### src/rtl/multicycle_ctrl.sv
// multicycle_ctrl
//   Control FSM for the single-bus multicycle MIPS-subset datapath. It steps
//   each instruction through FETCH/DECODE/EXEC/MEM/WB and drives the per-cycle
//   strobes for the IR, PC, A/B, ALUOut, the register file and the memory port.
//   Memory accesses use a req/ready handshake. An illegal opcode/funct, or a
//   memory access that waits too long, parks the FSM in TRAP until reset.
//
//   Supported: lw, sw, j, jal, beq, bne, xori, addi, and R-type add, sub, slt, jr.
//
// Optional build macro: MULTICYCLE_CTRL_PERF_EN adds the cycle and instruction
// counters (cyc_cnt, instr_cnt).
//
// Parameters
//   TIMEOUT_CYC  most consecutive mem_req-without-mem_ready cycles allowed
//                before a trap; 0 disables the timeout
//   CNT_W        width of the performance counters
//
// Ports
//   clk         system clock, rising edge
//   reset       synchronous, active-high reset
//   opcode      IR[31:26]
//   funct       IR[5:0]
//   zero        ALU zero flag, valid in EXEC
//   mem_ready   memory completes the current access this cycle
//   state       FETCH=0 DECODE=1 EXEC=2 MEM=3 WB=4 TRAP=7
//   mem_req     memory access request
//   mem_wr      the request is a write (sw)
//   ir_wr       load IR from memory read data
//   pc_wr       load PC from the pc_src mux
//   pc_src      0=PC+4 1=branch target 2=jump target 3=rs
//   ab_wr       latch register-file outputs into A/B
//   alu_wr      latch the ALU result into ALUOut
//   reg_wr      register-file write enable
//   instr_done  one-cycle pulse on the last cycle of each instruction
//   trap        high while in TRAP
//   trap_cause  0=none 1=illegal instruction 2=memory timeout; held until reset
//   cyc_cnt     (perf build) non-reset cycles spent outside TRAP
//   instr_cnt   (perf build) completed instructions
module multicycle_ctrl #(
  parameter int unsigned TIMEOUT_CYC = 16,
  parameter int unsigned CNT_W       = 32
) (
  input  logic             clk,
  input  logic             reset,
  input  logic [5:0]       opcode,
  input  logic [5:0]       funct,
  input  logic             zero,
  input  logic             mem_ready,
  output logic [2:0]       state,
  output logic             mem_req,
  output logic             mem_wr,
  output logic             ir_wr,
  output logic             pc_wr,
  output logic [1:0]       pc_src,
  output logic             ab_wr,
  output logic             alu_wr,
  output logic             reg_wr,
  output logic             instr_done,
  output logic             trap,
`ifdef MULTICYCLE_CTRL_PERF_EN
  output logic [1:0]       trap_cause,
  output logic [CNT_W-1:0] cyc_cnt,
  output logic [CNT_W-1:0] instr_cnt
`else
  output logic [1:0]       trap_cause
`endif
);

  typedef enum logic [2:0] {
    S_FETCH  = 3'd0,
    S_DECODE = 3'd1,
    S_EXEC   = 3'd2,
    S_MEM    = 3'd3,
    S_WB     = 3'd4,
    S_TRAP   = 3'd7
  } state_t;

  localparam logic [5:0] OP_RTYPE = 6'h00;
  localparam logic [5:0] OP_J     = 6'h02;
  localparam logic [5:0] OP_JAL   = 6'h03;
  localparam logic [5:0] OP_BEQ   = 6'h04;
  localparam logic [5:0] OP_BNE   = 6'h05;
  localparam logic [5:0] OP_ADDI  = 6'h08;
  localparam logic [5:0] OP_XORI  = 6'h0E;
  localparam logic [5:0] OP_LW    = 6'h23;
  localparam logic [5:0] OP_SW    = 6'h2B;

  localparam logic [5:0] FN_JR    = 6'h08;
  localparam logic [5:0] FN_ADD   = 6'h20;
  localparam logic [5:0] FN_SUB   = 6'h22;
  localparam logic [5:0] FN_SLT   = 6'h2A;

  localparam logic [1:0] CAUSE_NONE    = 2'd0;
  localparam logic [1:0] CAUSE_ILLEGAL = 2'd1;
  localparam logic [1:0] CAUSE_TIMEOUT = 2'd2;

  localparam logic [1:0] PCS_SEQ    = 2'd0;
  localparam logic [1:0] PCS_BRANCH = 2'd1;
  localparam logic [1:0] PCS_JUMP   = 2'd2;
  localparam logic [1:0] PCS_RS     = 2'd3;

  localparam bit          TMO_EN    = (TIMEOUT_CYC != 0);
  localparam int unsigned TW        = (TIMEOUT_CYC > 1) ? $clog2(TIMEOUT_CYC + 1) : 1;
  localparam int unsigned TMO_LAST  = (TIMEOUT_CYC > 0) ? TIMEOUT_CYC - 1 : 0;

  state_t        state_q, state_d;
  logic [1:0]    cause_q, cause_d;
  logic [TW-1:0] tmo_q;

  // Ungated strobes; reset masks them below.
  logic       req_c, wr_c, ir_c, pc_c, ab_c, alu_c, rw_c, done_c;
  logic [1:0] pcs_c;

  // Instruction decode
  logic is_r, is_add, is_sub, is_slt, is_jr;
  logic is_j, is_jal, is_beq, is_bne, is_addi, is_xori, is_lw, is_sw;
  logic legal;
  logic tmo_last;

  always_comb begin
    is_r    = (opcode == OP_RTYPE);
    is_add  = is_r && (funct == FN_ADD);
    is_sub  = is_r && (funct == FN_SUB);
    is_slt  = is_r && (funct == FN_SLT);
    is_jr   = is_r && (funct == FN_JR);
    is_j    = (opcode == OP_J);
    is_jal  = (opcode == OP_JAL);
    is_beq  = (opcode == OP_BEQ);
    is_bne  = (opcode == OP_BNE);
    is_addi = (opcode == OP_ADDI);
    is_xori = (opcode == OP_XORI);
    is_lw   = (opcode == OP_LW);
    is_sw   = (opcode == OP_SW);
    legal   = is_add | is_sub | is_slt | is_jr | is_j | is_jal | is_beq |
              is_bne | is_addi | is_xori | is_lw | is_sw;
    // This wait cycle is the TIMEOUT_CYC-th one; used only when mem_ready=0,
    // so a ready arriving on the limit cycle still completes the access.
    tmo_last = TMO_EN && (tmo_q == TW'(TMO_LAST));
  end

  // Next-state and strobe logic
  always_comb begin
    state_d = state_q;
    cause_d = cause_q;
    req_c   = 1'b0;
    wr_c    = 1'b0;
    ir_c    = 1'b0;
    pc_c    = 1'b0;
    pcs_c   = PCS_SEQ;
    ab_c    = 1'b0;
    alu_c   = 1'b0;
    rw_c    = 1'b0;
    done_c  = 1'b0;

    case (state_q)
      S_FETCH: begin
        req_c = 1'b1;
        if (mem_ready) begin
          ir_c    = 1'b1;
          pc_c    = 1'b1;
          pcs_c   = PCS_SEQ;
          state_d = S_DECODE;
        end else if (tmo_last) begin
          state_d = S_TRAP;
          cause_d = CAUSE_TIMEOUT;
        end
      end

      S_DECODE: begin
        ab_c = 1'b1;
        if (!legal) begin
          state_d = S_TRAP;
          cause_d = CAUSE_ILLEGAL;
        end else if (is_j) begin
          pc_c    = 1'b1;
          pcs_c   = PCS_JUMP;
          done_c  = 1'b1;
          state_d = S_FETCH;
        end else if (is_jr) begin
          pc_c    = 1'b1;
          pcs_c   = PCS_RS;
          done_c  = 1'b1;
          state_d = S_FETCH;
        end else if (is_jal) begin
          state_d = S_WB;
        end else begin
          state_d = S_EXEC;
        end
      end

      S_EXEC: begin
        alu_c = 1'b1;
        if (is_beq || is_bne) begin
          pc_c    = (is_beq & zero) | (is_bne & ~zero);
          pcs_c   = PCS_BRANCH;
          done_c  = 1'b1;
          state_d = S_FETCH;
        end else if (is_lw || is_sw) begin
          state_d = S_MEM;
        end else begin
          state_d = S_WB;
        end
      end

      S_MEM: begin
        req_c = 1'b1;
        wr_c  = is_sw;
        if (mem_ready) begin
          if (is_sw) begin
            done_c  = 1'b1;
            state_d = S_FETCH;
          end else begin
            state_d = S_WB;
          end
        end else if (tmo_last) begin
          state_d = S_TRAP;
          cause_d = CAUSE_TIMEOUT;
        end
      end

      S_WB: begin
        rw_c    = 1'b1;
        done_c  = 1'b1;
        state_d = S_FETCH;
        if (is_jal) begin
          pc_c  = 1'b1;
          pcs_c = PCS_JUMP;
        end
      end

      S_TRAP: begin
        state_d = S_TRAP;
      end

      default: begin
        state_d = S_TRAP;
      end
    endcase
  end

  // Reset suppresses every write so an interrupted instruction has no effect.
  always_comb begin
    mem_req    = req_c  & ~reset;
    mem_wr     = wr_c   & ~reset;
    ir_wr      = ir_c   & ~reset;
    pc_wr      = pc_c   & ~reset;
    ab_wr      = ab_c   & ~reset;
    alu_wr     = alu_c  & ~reset;
    reg_wr     = rw_c   & ~reset;
    instr_done = done_c & ~reset;
    pc_src     = pcs_c;
    state      = state_q;
    trap       = (state_q == S_TRAP);
    trap_cause = cause_q;
  end

  always_ff @(posedge clk) begin
    if (reset) begin
      state_q <= S_FETCH;
      cause_q <= CAUSE_NONE;
      tmo_q   <= '0;
    end else begin
      state_q <= state_d;
      cause_q <= cause_d;
      if (TMO_EN && req_c && !mem_ready && (state_d == state_q)) begin
        tmo_q <= tmo_q + 1'b1;
      end else begin
        tmo_q <= '0;
      end
    end
  end

`ifdef MULTICYCLE_CTRL_PERF_EN
  logic [CNT_W-1:0] cyc_cnt_q, instr_cnt_q;

  always_ff @(posedge clk) begin
    if (reset) begin
      cyc_cnt_q   <= '0;
      instr_cnt_q <= '0;
    end else begin
      if (state_q != S_TRAP) begin
        cyc_cnt_q <= cyc_cnt_q + 1'b1;
      end
      if (done_c) begin
        instr_cnt_q <= instr_cnt_q + 1'b1;
      end
    end
  end

  assign cyc_cnt   = cyc_cnt_q;
  assign instr_cnt = instr_cnt_q;
`endif

endmodule

### config.mk
export PLATFORM = sky130hd
export DESIGN_NAME = multicycle_ctrl
export DESIGN_NICKNAME = d
export VERILOG_FILES = /design/src/rtl/multicycle_ctrl.sv
export SDC_FILE = /design/constraint.sdc
export NUM_CORES = 1
export LEC_CHECK = 0
export BUFFER_PORTS_ARGS = -buffer_cell sky130_fd_sc_hd__buf_4
export CAP_MARGIN = 20
export CORE_MARGIN = 3
export CORE_UTILIZATION = 48
export DETAILED_ROUTE_END_ITERATION = 8
export GPL_TIMING_DRIVEN = 1
export PLACE_DENSITY = 0.78
export REMOVE_ABC_BUFFERS = 1
export SETUP_SLACK_MARGIN = 0.15
export SYNTH_ARGS = -nofsm -noshare
export SYNTH_HDL_FRONTEND = slang
export SYNTH_SLANG_ARGS = --single-unit
export TNS_END_PERCENT = 100
### constraint.sdc
create_clock -name clk -period 2.45 [get_ports clk]
set_input_delay 0.49 -clock clk [delete_from_list [all_inputs] [get_ports clk]]
set_output_delay 0.49 -clock clk [all_outputs]
set_load 0.005 [all_outputs]
**Word-level counts from Yosys, hierarchy flattened**

Index checks and enable logic that the tools add are counted.

- Reductions and logical operators: 15
- Bitwise logic cells: 25
- $add $sub $neg: 1
- Equality and inequality tests: 22
- Order comparisons: 0
- Shift-type cells: 0
- Div/mod/pow operators: 0
- $mul: 0
- Muxes and demuxes: 38

Operators by type and width:

| operator | count |
|---|---|
| 6-bit == test, second input constant | 5 |
| 3-bit 2-to-1 mux | 10 |
| 6-bit by 4-bit == test with 1-bit output, second input constant | 3 |
| 1-bit 2-to-1 mux | 16 |
| 3-bit one-hot mux with 5 select lines | 1 |
| 2-bit 2-to-1 mux | 7 |
| 6-bit by 2-bit == test with 1-bit output, second input constant | 2 |
| 6-bit by 3-bit == test with 1-bit output, second input constant | 2 |
| 1-bit OR | 12 |
| 1-bit bitwise AND | 10 |
| 1-bit one-hot mux with 4 select lines | 2 |
| 3-bit by 2-bit == test with 1-bit output, second input constant | 2 |
| 3-bit == test, second input constant | 2 |
| 1-bit logical AND | 6 |
| 6-bit logical NOT | 1 |
| 2-bit one-hot mux with 3 select lines | 1 |
| 5-bit by 1-bit adder with 5-bit output, second input constant | 1 |
| 5-bit by 4-bit == test with 1-bit output, second input constant | 1 |
| 2-bit inequality test, second input constant | 2 |
| 2-bit one-hot mux with 2 select lines | 1 |
| 4-bit AND reduction | 1 |
| 2-bit OR reduction | 2 |
| 3-bit by 1-bit == test with 1-bit output, second input constant | 1 |
| 3-bit == test | 1 |
| other kinds (6) | 9 |

- Bits in registers: 10
- Word-level logic and storage cells: 104
- Memories kept: 0
- Memory bits (read-only): 0
- Input port bits: 16
- Output and inout bits: 16
- RAM bits: 0
- Latch bits: 0

**Longest topological paths before layout**

Gate-level depths: netlist of the first run.

- Depth after elaboration: 19
- Depth in mapped cells: 8
- Mapped depth without buffers: 8

**Worst setup path before layout of the first run**

Ideal clock, no wire load.

- Path kind: input to output
- Start: input port opcode[2]
- End: output port pc_src[0]
- Path slack: 0.421 ns
- Required time: 1.960 ns
- Data arrival time: 1.539 ns
- Stages: 6
- Path buffers: 1
- Cells stage by stage: clkbuf_1 nor4_1 nor2b_1 and3_1 a21oi_1 nor3b_1

- Cells in the longest elaborated chain, start to end: 15
- Elaborated cells between the ends (all ways): 30
- Those cells by class: 8 x eq/ne; 5 x mux; 11 x bitwise; 6 x reduce/logical

Ends and longest elaborated chain:

| what | RTL line | RTL |
|---|---|---|
| start: declaration | 45 | `input logic [5:0] opcode,` |
| 6-bit logical NOT | 121 | `is_r = (opcode == OP_RTYPE);` |
| 1-bit logical AND, on equally long branches | 122, 123 |  |
| 1-bit OR (7 in series) | 134 | `legal = is_add \| is_sub \| is_slt \| is_jr \| is_j \| is_jal \| is_beq \|` |
| 1-bit OR (4 in series) | 135 | `is_bne \| is_addi \| is_xori \| is_lw \| is_sw;` |
| 2-bit 2-to-1 mux | 171 | `if (!legal) begin` |
| 2-bit one-hot mux with 3 select lines (*) | 155 | `case (state_q)` |
| end: declaration | 54 | `output logic [1:0] pc_src,` |

Mark *: on every way between the ends. The rest lies on a longest branch, timed or not.

**Worst setup path in the final report of the first run**

- Start: input port opcode[5]
- End: output port instr_done

- Cells in the longest elaborated chain, start to end: 16
- Elaborated cells between the ends (all ways): 33
- Those cells by class: 8 x eq/ne; 7 x mux; 12 x bitwise; 6 x reduce/logical

Ends and longest elaborated chain:

| what | RTL line | RTL |
|---|---|---|
| 6-bit logical NOT | 121 |  |
| 1-bit logical AND, on equally long branches | 122, 123 |  |
| 1-bit OR (7 in series) | 134 |  |
| 1-bit OR (4 in series) | 135 |  |
| 1-bit 2-to-1 mux | 171 |  |
| 1-bit one-hot mux with 4 select lines (*) | 155 |  |
| 1-bit bitwise AND (*) | 250 | `instr_done = done_c & ~reset;` |
| end: declaration | 58 | `output logic instr_done,` |

Marks and branches as above.

==> results of run 1 <==
flip-flops by register name, summed over array words and instances (netlist names):
name / count
trap_cause: 2
tmo_q: 5
state: 3
worst min path at each step:
stage / startpoint / endpoint / cells after the start
final: tmo_q[0]$_SDFF_PP0_ / tmo_q[0]$_SDFF_PP0_ / 1
after CTS: tmo_q[0]$_SDFF_PP0_ / tmo_q[0]$_SDFF_PP0_ / 1
after floorplan: tmo_q[0]$_SDFF_PP0_ / tmo_q[0]$_SDFF_PP0_ / 1
after detailed placement: tmo_q[0]$_SDFF_PP0_ / tmo_q[0]$_SDFF_PP0_ / 1
after global placement: tmo_q[0]$_SDFF_PP0_ / tmo_q[0]$_SDFF_PP0_ / 1
after global routing: tmo_q[0]$_SDFF_PP0_ / tmo_q[0]$_SDFF_PP0_ / 1
power groups by stage:
stage / clock [uW] / combinational, uW / sequential, uW
finish: 146 / 424 / 312
global route: 156 / 471 / 324
CTS: 149 / 421 / 302
floorplan: 0 / 247 / 281
detailed placement: 0 / 419 / 305
global placement: 0 / 417 / 303
synth_stat cells, types with 2 or more instances:
| library cell | count |
|---|---|
| nor2_1 | 16 |
| dfxtp_1 | 10 |
| nor2b_1 | 7 |
| nor3_1 | 7 |
| a21oi_1 | 6 |
| inv_1 | 6 |
| nand2_1 | 6 |
| clkbuf_1 | 5 |
| nor3b_1 | 5 |
| o21ai_0 | 5 |
| and3_1 | 3 |
| nor4_1 | 3 |
| a21boi_0 | 2 |
| a31oi_1 | 2 |
| buf_2 | 2 |
| ha_1 | 2 |
| nand2b_1 | 2 |
| nand3b_1 | 2 |
| nand4b_1 | 2 |
| o21a_1 | 2 |
| o22a_1 | 2 |
| o32ai_1 | 2 |
| xor2_1 | 2 |
stage by stage:
step | setup WS (ns) | power, uW
after floorplan | 0.5297 | 528.2
after global placement | 0.2389 | 720.7
after detailed placement | 0.2331 | 723.5
after CTS | 0.1617 | 871.4
after global routing | 0.1631 | 950.4
final | 0.2615 | 881.5
kinds of logic after synthesis:
group,after synthesis
AOI/OAI and AO/OA,27
xor gates and xnor gates,3
adders and majority gates,2
buffers and inverters,13
DFF,10
and+or+nand+nor,62
layer usage:
| layer | routed length (um) | up-vias |
|---|---|---|
| met5 | 0 | - |
| met4 | 6 | 0 |
| met3 | 149 | 2 |
| met2 | 993 | 42 |
| met1 | 1103 | 441 |
| li1 | - | 491 |
layout make-up:
| cell class | instances | share of cell area |
|---|---|---|
| clock buffer | 4 | 0.03135 |
| inverter | 6 | 0.01946 |
| multi-input combinational | 94 | 0.5265 |
| sequential | 10 | 0.1762 |
| tap | 24 | 0.02595 |
| timing repair buffer | 34 | 0.2205 |
timing repair:
action                                  CTS  global route
endpoints found under the setup margin    0             5
setup buffers                             0             2
hold buffers                              0             0
resized for setup                         0             4
==> impl_metrics.py, run 1 <==
metrics = {
    "timing": {
        "fin_crit_sh": 0.8933,
        "max_slew_margin": 0.5983,
        "tightest_slew_ns": 0.5942,
        "max_freq_ghz": 0.4569,
        "tns_ns": 0,
        "rsz0062_at_grt": "no",
        "setup_viol": 0,
        "maxSlewViolCount": 0,
        "layout_min_cycle_time_ns": 2.188,
        "fin_skew_ns": 0.002520,
        "hold_viol_final": 0,
        "hold_slack_ns": 0.4632,
    },
    "power_and_ir_drop": {
        "p_clk_frac": 0.166,
        "seq_power_share": 0.353,
        "p_comb_frac": 0.481,
        "leakage_uw": 0.0004951,
        "swShare": 0.4087,
        "irDropWorstVdd_mv": 0.5649,
        "p_int_uw": 521.3,
        "switching_power_uw": 360.3,
        "p_per_area_nw_per_um2": 761.7,
    },
    "synthesis": {
        "muxShareOfSynthArea": 0,
        "synthTopCellsByArea": "dfxtp_1 (23%), nor2_1 (7.0%), nor2b_1 (5.1%), nor3b_1 (4.4%), nor3_1 (4.1%)",
        "dominantRegCellSynth": "dfxtp_1",
        "synth_top_area_cell": "dfxtp_1",
        "syn-instance-count": 117,
        "synthSimpleGateAreaFrac": 0.4319,
        "ys_types": 39,
        "synth_area_um2": 854.6,
        "ys_seq_area_frac": 0.2343,
        "synth_fa_ha_area_frac": 0.02928,
        "synth_compound_area_frac": 0.2138,
        "synth_top_area_share": 0.2343,
        "synth-edff-count": 0,
        "synth_top_family_by_area": "simple AND/OR/NAND/NOR gates",
        "synthXorXnorAreaFrac": 0.03075,
        "async_flop_share": 0,
        "ys_ff_latch": 10,
        "ys.warnings.count": 0,
        "synth_area_per_cell_um2": 7.304,
    },
    "global_routing": {
        "grt.overflow.total": 0,
        "antenna_found_initial": 0,
        "grt_use_met2": 0.3151,
        "grt-busiest-layer": "met1",
        "grt_max_degree": 21,
        "grt_pass1_wl_mm": 3.622,
        "met3_usage": 0.05535,
        "grt_pass1_vias": 822,
        "grt_usage": 0.2157,
        "grtUsageMet1": 0.3260,
    },
    "cells_and_area": {
        "layout.nets": 167,
        "seqCellArea_um2": 203.9,
        "final_common_cell": "buf_4",
        "stdcell_area_um2": 1157,
        "drive_gt1_frac": 0.3041,
        "multi_input_area_um2": 609.3,
        "final_cell_mix": "buf_4 (34), nor2_1 (16), nor2b_1 (7), nor3_1 (7), dfxtp_1 (7)",
        "final_util": 0.7261,
        "diodes": 0,
        "fin_cells": 172,
        "area_growth_pct": 35.43,
        "fillers": 139,
    },
    "critical_path": {
        "worstSetupEndpoint": "instr_done",
        "critPathLaunchType": "input port",
        "worst_ep_required_time_ns": 1.96,
        "critPathMostFrequentCell": "buf_4",
        "crit_chain": "buf_4 > nor4_4 > nand4b_1 > o21ai_0 > a22oi_1 > a21oi_1 > buf_4",
        "crit_type": "in2out",
        "cp_slowest_stage_delay_ns": 0.37,
        "rrSetupSlack_ns": 0.34,
        "r2r-start": "tmo_q[0]$_SDFF_PP0_",
        "ff2ff_path_depth": 8,
        "cp_num_cells": 7,
        "path_buf_inv": 2,
        "worstSetupStartpoint": "opcode[5]",
        "crit_path_end_kind": "output pin",
        "reg2reg_to": "tmo_q[3]$_SDFF_PP0_",
        "worst_path_max_delay_cell": "nor4_4",
        "critPathMaxFanout": 6,
        "critical-path-top-delay-family": "simple AND/OR/NAND/NOR gates",
        "arrival_ns": 1.70,
    },
    "route": {
        "avgViaCountPerCell": 5.674,
        "vias": 976,
        "drtPass1Iterations": 4,
        "post-route-drc-count": 0,
        "wl_per_cell_um": 13.09,
        "antenna_left": 0,
        "drt-total-wl_mm": 2.252,
        "drt_iter0_markers": 22,
    },
    "place": {
        "dpl_cell_area_um2": 1096,
        "port_buffers": 31,
        "gp_congestion": 0.8152,
        "dp_hpwl_mm": 1.692,
        "placed_cells": 166,
    },
    "run_status": {
        "status": "finished clean",
    },
    "cts": {
        "htree_levels": 1,
        "cts_tree": "built",
        "clk_latency_ns": 0.26,
        "clock_sinks": 10,
        "ctsRootBufferMaster": "clkbuf_4",
        "clockBufferDepth": 2,
        "cts_made_buffers": 3,
        "clk_pin_slew_worst_paths_ns": 0.06,
    },
    "worst_hold_path": {
        "hp-class": "reg2reg",
    },
    "run": {
        "drv_cap": 0,
    },
    "die": {
        "die_w_um": 48.20,
        "dieArea_um2": 2323,
        "num_rows": 14,
        "core-area_um2": 1594,
        "start_util": 0.5361,
        "die_h_um": 48.20,
        "io_pins": 32,
    },
}
No activity file was read; power rests on OpenSTA's default activity.
==> run 2, diff against run 1 <==
--- a/config.mk
+++ b/config.mk
@@ -7,13 +7,17 @@
 export LEC_CHECK = 0
 export BUFFER_PORTS_ARGS = -buffer_cell sky130_fd_sc_hd__buf_4
 export CAP_MARGIN = 20
+export CELL_PAD_IN_SITES_DETAIL_PLACEMENT = 1
+export CELL_PAD_IN_SITES_GLOBAL_PLACEMENT = 1
+export CORE_ASPECT_RATIO = 0.6
 export CORE_MARGIN = 3
-export CORE_UTILIZATION = 48
+export CORE_UTILIZATION = 33
 export DETAILED_ROUTE_END_ITERATION = 8
 export GPL_TIMING_DRIVEN = 1
-export PLACE_DENSITY = 0.78
+export PLACE_DENSITY_LB_ADDON = 0.1
 export REMOVE_ABC_BUFFERS = 1
 export SETUP_SLACK_MARGIN = 0.15
+export SKIP_CTS_REPAIR_TIMING = 1
 export SYNTH_ARGS = -nofsm -noshare
 export SYNTH_HDL_FRONTEND = slang
 export SYNTH_SLANG_ARGS = --single-unit
==> run 2 against run 1 <==
Power is 15% higher. Non-clock buffer count is 3 higher. Setup slack worse by 0.025 ns. Die area is 40% higher. Worst hold slack better by 0.0067 ns. Largest cell class unchanged. Utilization is 18 points lower. Sequential cell count stayed put. Clock skew is 0.0038 ns higher. Critical path type unchanged. Highest routed layer is now met3.
==> impl_metrics.py, run 2 (synthesis results as in run 1) <==
metrics = {
    "power_and_ir_drop": {
        "p_clk_frac": 0.201,
        "irDropWorstVdd_mv": 0.3926,
        "p_per_area_nw_per_um2": 807.1,
        "switching_power_uw": 419.8,
        "p_int_uw": 598.1,
        "swShare": 0.4124,
        "p_comb_frac": 0.503,
        "seq_power_share": 0.297,
        "leakage_uw": 0.0005291,
    },
    "critical_path": {
        "worst_ep_required_time_ns": 1.96,
        "ff2ff_path_depth": 8,
        "rrSetupSlack_ns": 0.31,
        "worst_path_max_delay_cell": "nor4_4",
        "critPathMaxFanout": 5,
        "r2r-start": "tmo_q[0]$_SDFF_PP0_",
        "critPathLaunchType": "input port",
        "reg2reg_to": "tmo_q[2]$_SDFF_PP0_",
        "crit_chain": "buf_8 > nor4_4 > nand4b_1 > o21ai_1 > a22oi_1 > a21oi_2 > buf_4",
        "worstSetupStartpoint": "opcode[5]",
        "crit_path_end_kind": "output pin",
        "arrival_ns": 1.72,
        "cp_slowest_stage_delay_ns": 0.38,
        "crit_type": "in2out",
    },
    "worst_hold_path": {
        "hold_end": "tmo_q[0]$_SDFF_PP0_",
        "min_from": "tmo_q[0]$_SDFF_PP0_",
        "hp-class": "reg2reg",
        "holdPathStages": 1,
    },
    "timing": {
        "fin_skew_ns": 0.006289,
        "fin_crit_sh": 0.9035,
        "max_freq_ghz": 0.4517,
        "hold_viol_final": 0,
        "layout_min_cycle_time_ns": 2.214,
        "tightest_slew_ns": 0.5877,
        "rsz0062_at_grt": "yes",
        "maxSlewViolCount": 0,
        "tns_ns": 0,
        "setup_viol": 0,
        "max_slew_margin": 0.6027,
    },
    "route": {
        "wl_per_cell_um": 16.95,
        "drt-total-wl_mm": 3.068,
        "post-route-drc-count": 0,
        "drtPass1Iterations": 4,
        "vias": 1036,
        "antenna_left": 0,
        "drt_iter0_markers": 52,
        "avgViaCountPerCell": 5.724,
    },
    "global_routing": {
        "grt_usage": 0.1951,
        "antenna_found_initial": 0,
        "grt_pass1_vias": 931,
        "grt.overflow.total": 0,
        "grt_max_degree": 21,
        "grt_pass1_wl_mm": 4.836,
    },
    "cts": {
        "clock_sinks": 10,
        "clk_latency_ns": 0.23,
        "cts_tree": "built",
        "cts_made_buffers": 3,
        "clockBufferDepth": 2,
        "ctsRootBufferMaster": "clkbuf_8",
        "htree_levels": 1,
        "clk_pin_slew_worst_paths_ns": 0.04,
    },
    "cells_and_area": {
        "area_growth_pct": 47.58,
        "largest_reg_flops": 5,
        "drive_gt1_frac": 0.3510,
        "diodes": 0,
        "final_cell_mix": "buf_4 (35), nor2_1 (16), dfxtp_1 (8)",
        "top_register": "tmo_q",
        "final_common_cell": "buf_4",
        "layout.nets": 170,
        "final_util": 0.5460,
    },
    "place": {
        "dp_hpwl_mm": 2.223,
        "gp_congestion": 0.7507,
        "port_buffers": 31,
    },
    "die": {
        "num_rows": 13,
        "die_h_um": 45.42,
        "core-area_um2": 2310,
        "io_pins": 32,
        "die_w_um": 71.70,
        "start_util": 0.3700,
        "dieArea_um2": 3256,
    },
    "run": {
        "drv_cap": 0,
    },
    "run_status": {
        "status": "finished clean",
    },
}
-- run 2: changes by cell type in the layout (fill, tap and decap cells not counted), moves of 2 or more --
cell,delta
clkbuf_8,+3
o32ai_1,-2
clkbuf_4,-3
o32ai_2,+2
-- run 2: layout make-up --
type / instances / area (um2)
clock buffers: 4 / 55.05
flip-flops and latches: 10 / 202.7
multi-input cells: 94 / 654.4
fillers: 294 / 1049
well taps: 30 / 37.54
repair buffers: 37 / 289.0
inverters: 6 / 22.52
-- run 2: metal layers --
layer | GRT usage | part of all wire | vias to the layer above
li1 | - | - | 490
met1 | 0.2865 | 0.49 | 514
met2 | 0.3011 | 0.45 | 32
met3 | 0.04405 | 0.062 | 0
met4 | 0.02247 | 0 | 0
met5 | 0 | 0 | -
-- run 2: power groups by stage --
stage,clock network [uW],logic [uW],registers (uW)
after global routing,222,565,313
after CTS,211,489,291
after floorplan,0,247,281
final,204,512,302
after global placement,0,474,283
after detailed placement,0,483,292
-- run 2: worst max-delay path, delay by kind of cell --
family	cells	cell delay (ns)
compound gates	3	0.38
simple gates	2	0.63
buf+inv	2	0.22
-- run 2: per-stage QoR --
stage                     hold WS (ns)  total power (uW)  setup slack, ns  std cells  cell area (um2)
after floorplan                 0.4175             528.2           0.5297        110            825.8
after global placement          0.4305             757.5           0.2564        174             1119
after detailed placement        0.4618             775.8           0.1836        174             1119
after CTS                       0.4738             990.5           0.1732        178             1174
after global routing            0.4791              1100          0.09473        181             1261
final                           0.4699              1018           0.2363        181             1261
-- run 2: how the worst max path moves through the flow --
stage / slack (ns) / endpoint
after floorplan: 0.53 / tmo_q[2]$_SDFF_PP0_
after global placement: 0.26 / pc_wr
after detailed placement: 0.18 / pc_src[0]
after CTS: 0.17 / pc_wr
after global routing: 0.09 / instr_done
final: 0.24 / instr_done
